File: src/rtl/keypad_bcd_entry_if.sv
// Signal bundle between the keypad scanner and its consumers:
// keypad matrix lines plus the key/entry/value outputs.
`timescale 1ns/1ps
interface keypad_bcd_entry_if;
   logic [3:0]  ROW;
   logic [3:0]  COL;
   logic        KeyValid;
   logic [3:0]  KeyCode;
   logic [3:0]  Digit1000;
   logic [3:0]  Digit100;
   logic [3:0]  Digit10;
   logic [3:0]  Digit1;
   logic [13:0] Value;
   logic        Load;

   modport master (
      input  ROW,
      output COL, KeyValid, KeyCode, Digit1000, Digit100, Digit10, Digit1, Value, Load
   );

   modport slave (
      output ROW,
      input  COL, KeyValid, KeyCode, Digit1000, Digit100, Digit10, Digit1, Value, Load
   );
endinterface

File: src/rtl/keypad_bcd_entry.sv
// 4x4 keypad scanner with debounce, 4-digit BCD entry register and
// Enter-triggered binary conversion with a one-cycle load strobe.
`timescale 1ns/1ps
module keypad_bcd_entry #(
   parameter int CLK_HZ         = 100_000_000,
   parameter int SCAN_HZ        = 1000,
   parameter int DEBOUNCE_TICKS = 20
) (
   input  logic                 CLK100MHz,
   input  logic                 RST,
   keypad_bcd_entry_if.master   kp
);

   localparam int TICK_DIV = CLK_HZ / SCAN_HZ;
   localparam int TW       = $clog2(TICK_DIV);
   localparam int CW       = $clog2(DEBOUNCE_TICKS + 1);
   localparam logic [TW-1:0] TICK_LAST = TW'(TICK_DIV - 1);
   localparam logic [CW-1:0] DB_LAST   = CW'(DEBOUNCE_TICKS);

   typedef enum logic [1:0] {SCAN, DEBOUNCE, HOLD, RELEASE} state_t;

   state_t      state_q, state_d;
   logic [3:0]  rowMeta_q, rowSync_q;
   logic [TW-1:0] tickCnt_q;
   logic [1:0]  col_q, col_d;
   logic [1:0]  rowIdx_q, rowIdx_d;
   logic [CW-1:0] count_q, count_d;
   logic [3:0]  d1000_q, d1000_d, d100_q, d100_d, d10_q, d10_d, d1_q, d1_d;
   logic [13:0] value_q, value_d;
   logic [3:0]  keyCode_q, keyCode_d;
   logic        keyValid_q, keyValid_d;
   logic        load_q, load_d;

   logic        tick;
   logic        anyLow;
   logic        sameRowLow;
   logic [1:0]  firstRow;
   logic [3:0]  pressCode;
   logic [13:0] entrySum;

   function automatic logic [3:0] keyLookup(input logic [1:0] r, input logic [1:0] c);
      logic [3:0] code;
      case ({r, c})
         4'h0: code = 4'h1;  4'h1: code = 4'h2;  4'h2: code = 4'h3;  4'h3: code = 4'hA;
         4'h4: code = 4'h4;  4'h5: code = 4'h5;  4'h6: code = 4'h6;  4'h7: code = 4'hB;
         4'h8: code = 4'h7;  4'h9: code = 4'h8;  4'hA: code = 4'h9;  4'hB: code = 4'hC;
         4'hC: code = 4'hE;  4'hD: code = 4'h0;  4'hE: code = 4'hF;  default: code = 4'hD;
      endcase
      return code;
   endfunction

   assign tick       = (tickCnt_q == TICK_LAST);
   assign anyLow     = ~&rowSync_q;
   assign sameRowLow = ~rowSync_q[rowIdx_q];
   assign pressCode  = keyLookup(rowIdx_q, col_q);
   assign entrySum   = 14'(d1000_q) * 14'd1000 + 14'(d100_q) * 14'd100
                     + 14'(d10_q) * 14'd10 + 14'(d1_q);

   // Lowest-index low row wins when several rows are pulled down
   always_comb begin
      firstRow = 2'd0;
      for (int r = 3; r >= 0; r--) begin
         if (!rowSync_q[r]) firstRow = 2'(r);
      end
   end

   always_comb begin
      state_d    = state_q;
      col_d      = col_q;
      rowIdx_d   = rowIdx_q;
      count_d    = count_q;
      d1000_d    = d1000_q;
      d100_d     = d100_q;
      d10_d      = d10_q;
      d1_d       = d1_q;
      value_d    = value_q;
      keyCode_d  = keyCode_q;
      keyValid_d = 1'b0;
      load_d     = 1'b0;
      if (tick) begin
         case (state_q)
            SCAN: begin
               if (anyLow) begin
                  rowIdx_d = firstRow;
                  count_d  = '0;
                  state_d  = DEBOUNCE;
               end else begin
                  col_d = col_q + 2'd1;
               end
            end
            DEBOUNCE: begin
               if (sameRowLow) begin
                  count_d = count_q + CW'(1);
                  if (count_q + CW'(1) == DB_LAST) begin
                     // Accept the key: strobe and key action share this edge
                     state_d    = HOLD;
                     keyValid_d = 1'b1;
                     keyCode_d  = pressCode;
                     if (pressCode <= 4'd9) begin
                        d1000_d = d100_q;
                        d100_d  = d10_q;
                        d10_d   = d1_q;
                        d1_d    = pressCode;
                     end else if (pressCode == 4'hE) begin
                        d1000_d = 4'd0;
                        d100_d  = 4'd0;
                        d10_d   = 4'd0;
                        d1_d    = 4'd0;
                     end else if (pressCode == 4'hF) begin
                        value_d = entrySum;
                        load_d  = 1'b1;
                     end
                  end
               end else begin
                  state_d = SCAN;
               end
            end
            HOLD: begin
               if (!anyLow) begin
                  count_d = '0;
                  state_d = RELEASE;
               end
            end
            RELEASE: begin
               if (!anyLow) begin
                  count_d = count_q + CW'(1);
                  if (count_q + CW'(1) == DB_LAST) begin
                     state_d = SCAN;
                     col_d   = col_q + 2'd1;
                  end
               end else begin
                  state_d = HOLD;
               end
            end
            default: state_d = SCAN;
         endcase
      end
   end

   // Synchronizer, scan timebase and all architectural state
   always_ff @(posedge CLK100MHz) begin
      if (RST) begin
         state_q    <= SCAN;
         rowMeta_q  <= 4'hF;
         rowSync_q  <= 4'hF;
         tickCnt_q  <= '0;
         col_q      <= 2'd0;
         rowIdx_q   <= 2'd0;
         count_q    <= '0;
         d1000_q    <= 4'd0;
         d100_q     <= 4'd0;
         d10_q      <= 4'd0;
         d1_q       <= 4'd0;
         value_q    <= 14'd0;
         keyCode_q  <= 4'd0;
         keyValid_q <= 1'b0;
         load_q     <= 1'b0;
      end else begin
         state_q    <= state_d;
         rowMeta_q  <= kp.ROW;
         rowSync_q  <= rowMeta_q;
         tickCnt_q  <= tick ? '0 : tickCnt_q + TW'(1);
         col_q      <= col_d;
         rowIdx_q   <= rowIdx_d;
         count_q    <= count_d;
         d1000_q    <= d1000_d;
         d100_q     <= d100_d;
         d10_q      <= d10_d;
         d1_q       <= d1_d;
         value_q    <= value_d;
         keyCode_q  <= keyCode_d;
         keyValid_q <= keyValid_d;
         load_q     <= load_d;
      end
   end

   assign kp.COL       = ~(4'b0001 << col_q);
   assign kp.KeyValid  = keyValid_q;
   assign kp.KeyCode   = keyCode_q;
   assign kp.Digit1000 = d1000_q;
   assign kp.Digit100  = d100_q;
   assign kp.Digit10   = d10_q;
   assign kp.Digit1    = d1_q;
   assign kp.Value     = value_q;
   assign kp.Load      = load_q;

endmodule

File: src/flat_wrapper.sv
// flat-port wrapper written by rule: the top's interface ports become plain ports
module keypad_bcd_entry_flat 
#(
   parameter int CLK_HZ         = 100_000_000,
   parameter int SCAN_HZ        = 1000,
   parameter int DEBOUNCE_TICKS = 20
)
  (CLK100MHz, RST, kp_ROW, kp_COL, kp_KeyValid, kp_KeyCode, kp_Digit1000, kp_Digit100, kp_Digit10, kp_Digit1, kp_Value, kp_Load);
  keypad_bcd_entry_if kp_i ();
  input  logic CLK100MHz;
  input  logic RST;
  input wire logic [$bits(kp_i.ROW)-1:0] kp_ROW;
  output wire logic [$bits(kp_i.COL)-1:0] kp_COL;
  output wire logic [$bits(kp_i.KeyValid)-1:0] kp_KeyValid;
  output wire logic [$bits(kp_i.KeyCode)-1:0] kp_KeyCode;
  output wire logic [$bits(kp_i.Digit1000)-1:0] kp_Digit1000;
  output wire logic [$bits(kp_i.Digit100)-1:0] kp_Digit100;
  output wire logic [$bits(kp_i.Digit10)-1:0] kp_Digit10;
  output wire logic [$bits(kp_i.Digit1)-1:0] kp_Digit1;
  output wire logic [$bits(kp_i.Value)-1:0] kp_Value;
  output wire logic [$bits(kp_i.Load)-1:0] kp_Load;
  assign kp_i.ROW = kp_ROW;
  assign kp_COL = kp_i.COL;
  assign kp_KeyValid = kp_i.KeyValid;
  assign kp_KeyCode = kp_i.KeyCode;
  assign kp_Digit1000 = kp_i.Digit1000;
  assign kp_Digit100 = kp_i.Digit100;
  assign kp_Digit10 = kp_i.Digit10;
  assign kp_Digit1 = kp_i.Digit1;
  assign kp_Value = kp_i.Value;
  assign kp_Load = kp_i.Load;
  keypad_bcd_entry #(.CLK_HZ(CLK_HZ), .SCAN_HZ(SCAN_HZ), .DEBOUNCE_TICKS(DEBOUNCE_TICKS)) u_core (.CLK100MHz(CLK100MHz), .RST(RST), .kp(kp_i));
endmodule
File: config.mk
export PLATFORM = sky130hd
export DESIGN_NAME = keypad_bcd_entry_flat
export DESIGN_NICKNAME = d
export VERILOG_FILES = /design/src/rtl/keypad_bcd_entry_if.sv /design/src/rtl/keypad_bcd_entry.sv /design/src/flat_wrapper.sv
export SDC_FILE = /design/constraint.sdc
export NUM_CORES = 1
export LEC_CHECK = 0
export ABC_CLOCK_PERIOD_IN_PS = 5100
export CAP_MARGIN = 30
export CORE_MARGIN = 2
export CORE_UTILIZATION = 46
export CTS_CLUSTER_DIAMETER = 30
export DETAILED_ROUTE_END_ITERATION = 7
export GPL_TIMING_DRIVEN = 0
export PLACE_DENSITY = 0.73
export SETUP_SLACK_MARGIN = 0.15
export SYNTH_ARGS = -nofsm -noshare
export SYNTH_HDL_FRONTEND = slang
export SYNTH_SLANG_ARGS = --single-unit
File: constraint.sdc
create_clock -name CLK100MHz -period 5.1 [get_ports CLK100MHz]
set_input_delay 1.53 -clock CLK100MHz [delete_from_list [all_inputs] [get_ports CLK100MHz]]
set_output_delay 1.53 -clock CLK100MHz [all_outputs]
set_load 0.02 [all_outputs]
==> flow_summary.json, run 1 <==
{
  "status": "finished clean",
  "synth_top_area_share": 0.3055,
  "synth_seq_cells": 72,
  "drv_slew": 0,
  "grt_max_degree": 15,
  "path_class": "register to register",
  "die_h_um": 105.3,
  "antenna_cells": 0,
  "syn2layout_area_growth_pct": 17.32,
  "ys_types": 65,
  "required_ns": 5.38,
  "start_util": 0.4783,
  "setup_slack_ns": 0.4181,
  "clkTransAtPathRegs_ns": 0.08,
  "vias_per_cell": 5.176,
  "dr.pass1.iters": 4,
  "p_clk_frac": 0.436,
  "power.switching_mw": 0.2509,
  "timing.setup.tns_ns": 0,
  "avgRoutedWirePerCell_um": 13.41,
  "max_cap_violations": 0,
  "grt_pass1_wl_mm": 16.94,
  "path_common_cell": "ha_1",
  "endpoint_kind": "register",
  "grt_use_total": 0.1857,
  "ir_drop_uv": 194.4,
  "slowest_stage": "fa_1",
  "cts.repair.resized": 0,
  "synth_edf_count": 0,
  "period_needed_ns": 4.682,
  "worst_slew_pin_slew_ns": 0.5529,
  "max_stage_delay_ns": 0.61,
  "coreArea_um2": 9864,
  "swShare": 0.2369,
  "cts_buffers": 9,
  "clkLatencyLatePin_ns": 0.35,
  "async_reset_ff_frac": 0,
  "ys_seq_area_frac": 0.3055,
  "slew_headroom": 0.6314,
  "cp_max_fo": 7,
  "intPower_mw": 0.8081,
  "drt.antenna.violating_nets": 0,
  "cts_buffer_depth": 2,
  "grt_pass1_vias": 3644,
  "dp_hpwl_mm": 7.645,
  "overflow": 0,
  "drc": 0,
  "dieArea_um2": 11080,
  "yosys.area.top_type": "dfxtp_1",
  "h-tree-depth": 3,
  "syn_area_per_cell_um2": 8.953,
  "hold_buffers": 0,
  "power_density_nw_per_um2": 191.3,
  "seqPwrFrac": 0.538,
  "root_buffer": "clkbuf_8",
  "port_buffers": 44,
  "post-route-period-util": 0.9180,
  "clock_skew_ns": 0.006524,
  "die-width_um": 105.3,
  "drive_gt1_frac": 0.09014,
  "ys_top_cells_by_area": "dfxtp_1 (31%), ha_1 (16%), fa_1 (7.2%)",
  "antenna_found_initial": 0,
  "p_leak_nw": 2.451,
  "combPwrFrac": 0.026,
  "fmax_mhz": 213.6,
  "dr_total_vias": 3732,
  "gp_congestion": 0.8060,
  "syn-cell-area_um2": 4718,
  "synthFlopType": "dfxtp_1",
  "drt_wl_total_mm": 9.672,
  "setup_viol": 0,
  "yosys_warnings": 0,
  "hold_viol_final": 0,
  "synthCells": 527,
  "rsz0062_at_grt": "no",
  "io_pins": 46,
  "cts_setup_buffers": 0,
  "drt_iter0_drc": 104,
  "cp.arrival_ns": 4.96,
  "clkSinkCount": 72,
  "hold_path_class": "register to register",
  "tritoncts": "done",
  "pre_cts_ws_ns": 0.3631,
  "cp_cell_sequence": "fa_1 -> inv_1 -> fa_1 -> inv_1 -> ha_1 -> a21o_1 -> a21oi_1 -> xnor2_1 -> ha_1 -> ha_1 -> ha_1 -> a21o_1 -> or3_1 -> o2111ai_1 -> and4bb_2 -> mux2i_1 -> a21oi_1",
  "start_kind": "register",
  "rows": 36,
  "nets": 665,
  "synthesis.nets": 609
}
==> path summary, 6_finish.rpt <==
path,to,slack [ns],startpoint,cells after the start
worst max register to register,u_core.kp.Value[13]$_SDFFE_PP0P_,0.42,u_core.kp.Digit1000[1]$_SDFFE_PP0P_,17
worst min register to register,u_core.rowSync_q[0]$_SDFF_PP1_,0.42,u_core.rowMeta_q[0]$_SDFF_PP1_,1
worst min-delay path,u_core.rowSync_q[0]$_SDFF_PP1_,0.42,u_core.rowMeta_q[0]$_SDFF_PP1_,1
worst max-delay path,u_core.kp.Value[13]$_SDFFE_PP0P_,0.42,u_core.kp.Digit1000[1]$_SDFFE_PP0P_,17
==> layer usage <==
metal | vias up | track usage | share of wire
li1 | 1910 | - | -
met1 | 1752 | 0.2211 | 0.43
met2 | 53 | 0.3295 | 0.51
met3 | 17 | 0.04267 | 0.032
met4 | 0 | 0.05905 | 0.023
met5 | - | 0 | 0
==> cells in the mapped netlist (all sizes together) (7+ instances only) <==
master / n
xor2: 16
nand2: 65
nand3: 9
a21o: 8
mux2i: 11
inv: 50
o21ai: 9
fa: 17
clkbuf: 12
a21oi: 46
buf: 7
ha: 59
nor2: 36
nor3: 10
xnor2: 15
dfxtp: 72
nand4: 9
or2: 10
==> power by group through the flow <==
stage	clock network (mW)	logic, mW	registers [mW]
6_report	0.462	0.0273	0.570
5_1_grt	0.492	0.0315	0.571
4_1_cts	0.475	0.0278	0.570
3_5_place_dp	0	0.0277	0.583
3_3_place_gp	0	0.0271	0.583
2_1_floorplan	0	0.0188	0.582
==> final cells by class <==
cell class                      count  area (µm²)
Buffer                             19       107.6
Clock buffer                        9       123.9
Clock inverter                      7       77.57
Fill cell                         897        4329
Inverter                           50       187.7
Multi-Input combinational cell    386        2982
Sequential cell                    72        1445
Tap cell                          133       166.4
Timing Repair Buffer               45       445.4
==> through the flow <==
step | power, mW | util | hold WS [ns] | cell area [µm²] | instances
2_1_floorplan | 0.6012 | - | 0.3895 | 4718 | 527
3_5_place_dp | 0.6111 | 0.5403 | 0.3994 | 5330 | 705
5_1_grt | 1.094 | 0.5611 | 0.4305 | 5535 | 721
4_1_cts | 1.073 | 0.5608 | 0.4190 | 5532 | 721
6_report | 1.059 | 0.5611 | 0.4166 | 5535 | 721
3_3_place_gp | 0.6101 | 0.5398 | 0.3987 | 5325 | 704
==> layout by cell type, fill, tap and decap left out, types with 10 or more instances in the layout <==
cell type         n
dfxtp_1          69
nand2_1          65
ha_1             59
inv_1            50
a21oi_1          46
clkdlybuf4s50_1  44
nor2_1           34
fa_1             17
xor2_1           16
xnor2_1          15
clkbuf_1         12
mux2i_1          11
nor3_1           10
==> registers in the layout (all words and copies together) (netlist names) <==
name	flops
u_core.col_q	2
u_core.kp.Digit10	4
u_core.kp.KeyCode	4
u_core.tickCnt_q	17
u_core.kp.Digit1000	4
u_core.kp.KeyValid	1
u_core.kp.Load	1
u_core.kp.Digit1	4
u_core.kp.Value	14
u_core.rowSync_q	4
u_core.kp.Digit100	4
u_core.state_q	2
u_core.count_q	5
u_core.rowMeta_q	4
u_core.rowIdx_q	2
==> worst max-delay path, delay by kind of cell (launching register included) <==
kind / cells / cell delay (ns)
AO/OA/AOI/OAI: 5 / 0.95
multiplexers: 1 / 0.07
XOR/XNOR: 1 / 0.15
flip-flops: 1 / 0.38
buffers and inverters: 2 / 0.14
AND/OR/NAND/NOR: 2 / 0.57
adder cells (fa/ha/maj): 6 / 2.35
==> logic make-up after synthesis <==
family | count (synthesis) | synth area share
multiplexers | 17 | 0.04243
flip-flops | 72 | 0.3055
XOR/XNOR | 31 | 0.05754
AND/OR/NAND/NOR | 175 | 0.1899
adder cells (fa/ha/maj) | 76 | 0.2286
buffers and inverters | 69 | 0.06258
AO/OA/AOI/OAI | 87 | 0.1135
No activity file was read; power rests on OpenSTA's default activity.
==> inputs of run 2 (changes only) <==
RECOVER_POWER = 50   (was not set)
TNS_END_PERCENT = 50   (was not set)
==> run 2 against run 1 <==
  * Routed wire length rose by 0.49%
  * Final area decreased by 0.41%
  * Sequential share of layout area is 0.11 points higher
  * Critical endpoint unchanged
==> flow_summary.json, run 2 (same netlist as run 1, synthesis figures left out) <==
{
  "status": "finished clean",
  "mostFrequentLayoutCells": "dfxtp_1 (69), nand2_1 (65), ha_1 (59)",
  "dr_total_vias": 3731,
  "power_density_nw_per_um2": 192.1,
  "setup_slack_ns": 0.4158,
  "gp_congestion": 0.8060,
  "power.switching_mw": 0.2515,
  "p_clk_frac": 0.436,
  "timing.setup.tns_ns": 0,
  "cts_buffer_depth": 2,
  "port_buffers": 44,
  "drv_slew": 0,
  "clkTransAtPathRegs_ns": 0.08,
  "grt_max_degree": 15,
  "cts_setup_buffers": 0,
  "antenna_found_initial": 0,
  "fillerInstances": 903,
  "root_buffer": "clkbuf_8",
  "io_pins": 46,
  "swShare": 0.2375,
  "die-width_um": 105.3,
  "hold_path_startpoint": "u_core.rowMeta_q[0]$_SDFF_PP1_",
  "period_needed_ns": 4.684,
  "intPower_mw": 0.8076,
  "overflow": 0,
  "antenna_cells": 0,
  "h-tree-depth": 3,
  "combPwrFrac": 0.025,
  "cts_buffers": 9,
  "hold_viol_final": 0,
  "slowest_stage": "fa_1",
  "hold_depth": 1,
  "grt_pass1_vias": 3644,
  "endpoint_kind": "register",
  "coreArea_um2": 9864,
  "rsz0062_at_grt": "no",
  "required_ns": 5.38,
  "drt.antenna.violating_nets": 0,
  "grt_pass1_wl_mm": 16.94,
  "syn2layout_area_growth_pct": 16.84,
  "drc": 0,
  "grt_use_total": 0.1857,
  "die_h_um": 105.3,
  "reg2regPathDepth": 17,
  "met1_usage": 0.2211,
  "fin_area_um2": 5513,
  "rrSetupSlack_ns": 0.42,
  "hold_path_class": "register to register",
  "max_cap_violations": 0,
  "p_leak_nw": 2.466,
  "avgRoutedWirePerCell_um": 13.48,
  "clock_skew_ns": 0.006661,
  "tritoncts": "done",
  "path_class": "register to register",
  "clkLatencyLatePin_ns": 0.35,
  "setup_viol": 0,
  "pre_cts_ws_ns": 0.3631,
  "drt_wl_total_mm": 9.719,
  "clkSinkCount": 72,
  "start_kind": "register",
  "dieArea_um2": 11080,
  "largest_register": "u_core.tickCnt_q",
  "hold_path_end": "u_core.rowSync_q[0]$_SDFF_PP1_",
  "grt_util_met3": 0.04267,
  "cp_max_fo": 7,
  "ir_drop_uv": 194.9,
  "drt_iter0_drc": 102,
  "drive_gt1_frac": 0.08333,
  "start_util": 0.4783,
  "fmax_mhz": 213.5,
  "grtUsageMet2": 0.3295,
  "max_stage_delay_ns": 0.61,
  "vias_per_cell": 5.175,
  "dr.pass1.iters": 4,
  "post-route-period-util": 0.9185,
  "slew_headroom": 0.6192,
  "rows": 36,
  "regToRegEndpoint": "u_core.kp.Value[13]$_SDFFE_PP0P_",
  "dp_hpwl_mm": 7.645,
  "largest_register_ffs": 17,
  "busiest_layer": "met2",
  "nets": 665,
  "cp.arrival_ns": 4.96,
  "seqPwrFrac": 0.538,
  "r2r_start": "u_core.kp.Digit1000[1]$_SDFFE_PP0P_",
  "path_common_cell": "ha_1",
  "cp_cell_sequence": "fa_1 -> inv_1 -> fa_1 -> inv_1 -> ha_1 -> a21o_1 -> a21oi_1 -> xnor2_1 -> ha_1 -> ha_1 -> ha_1 -> a21o_1 -> or3_1 -> o2111ai_1 -> and4bb_2 -> mux2i_1 -> a21oi_1",
  "layout_commonest_cell": "dfxtp_1",
  "worst_slew_pin_slew_ns": 0.5713,
  "place_area_um2": 5330
}
==> run 2: cell count changes in the layout (fill, tap and decap cells not counted), moves of 2 or more <==
cell	change
dlygate4sd3_1	+11
clkbuf_1	+2
clkdlybuf4s50_1	-11
buf_6	-2
==> run 2: how the worst max path moves through the flow <==
stage	startpoint	end	slack (ns)	cells after the start
final	u_core.kp.Digit1000[1]$_SDFFE_PP0P_	u_core.kp.Value[13]$_SDFFE_PP0P_	0.42	17
after global routing	u_core.kp.Digit1000[1]$_SDFFE_PP0P_	u_core.kp.Value[13]$_SDFFE_PP0P_	0.15	17
after CTS	u_core.kp.Digit1000[2]$_SDFFE_PP0P_	u_core.kp.Value[13]$_SDFFE_PP0P_	0.33	17
after detailed placement	u_core.kp.Digit1000[2]$_SDFFE_PP0P_	u_core.kp.Value[13]$_SDFFE_PP0P_	0.36	17
after global placement	u_core.kp.Digit1000[2]$_SDFFE_PP0P_	u_core.kp.Value[13]$_SDFFE_PP0P_	0.36	17
after floorplan	u_core.kp.Digit1000[2]$_SDFFE_PP0P_	u_core.kp.Value[13]$_SDFFE_PP0P_	0.58	17
==> run 2: critical path: cells and delay by family (launching register included) <==
kind / cells / cell delay [ns]
fa+ha+maj: 6 / 2.35
compound gates: 5 / 0.95
simple gates: 2 / 0.57
flops: 1 / 0.38
xor+xnor: 1 / 0.15
buf+inv: 2 / 0.14
mux: 1 / 0.07
==> run 2: through the flow <==
stage	std cells	total power, mW	util	hold WS (ns)
floorplan	527	0.6012	-	0.3895
global placement	704	0.6101	0.5398	0.3987
detailed placement	705	0.6111	0.5403	0.3994
CTS	721	1.073	0.5608	0.4190
global route	721	1.094	0.5589	0.4305
finish	721	1.059	0.5589	0.4166
==> run 2: what timing repair did <==
item	in CTS	in global routing
gates resized for setup	0	3
hold buffers	0	0
endpoints found under the setup margin	0	2
==> run 2: power by group through the flow <==
stage	combinational (mW)	clock, mW	sequential [mW]
after floorplan	0.0188	0	0.582
after global placement	0.0271	0	0.583
after detailed placement	0.0277	0	0.583
after CTS	0.0278	0.475	0.570
after global routing	0.0310	0.492	0.571
final	0.0270	0.462	0.570
==> run 2: routing by layer <==
metal / vias to the layer above / share of wire
met2: 56 / 0.51
met1: 1747 / 0.44
li1: 1911 / -
met3: 17 / 0.032
met5: - / 0
met4: 0 / 0.023
==> run 2: cell type report <==
type | instances | area (µm²) | share of cell area
inverter | 50 | 187.7 | 0.03404
clock buffer | 9 | 123.9 | 0.02247
tap | 133 | 166.4 | 0.03019
sequential | 72 | 1445 | 0.2621
clock inverter | 7 | 77.57 | 0.01407
timing repair buffer | 45 | 445.4 | 0.08080
buffer | 19 | 92.59 | 0.01680
multi-input combinational | 386 | 2974 | 0.5395
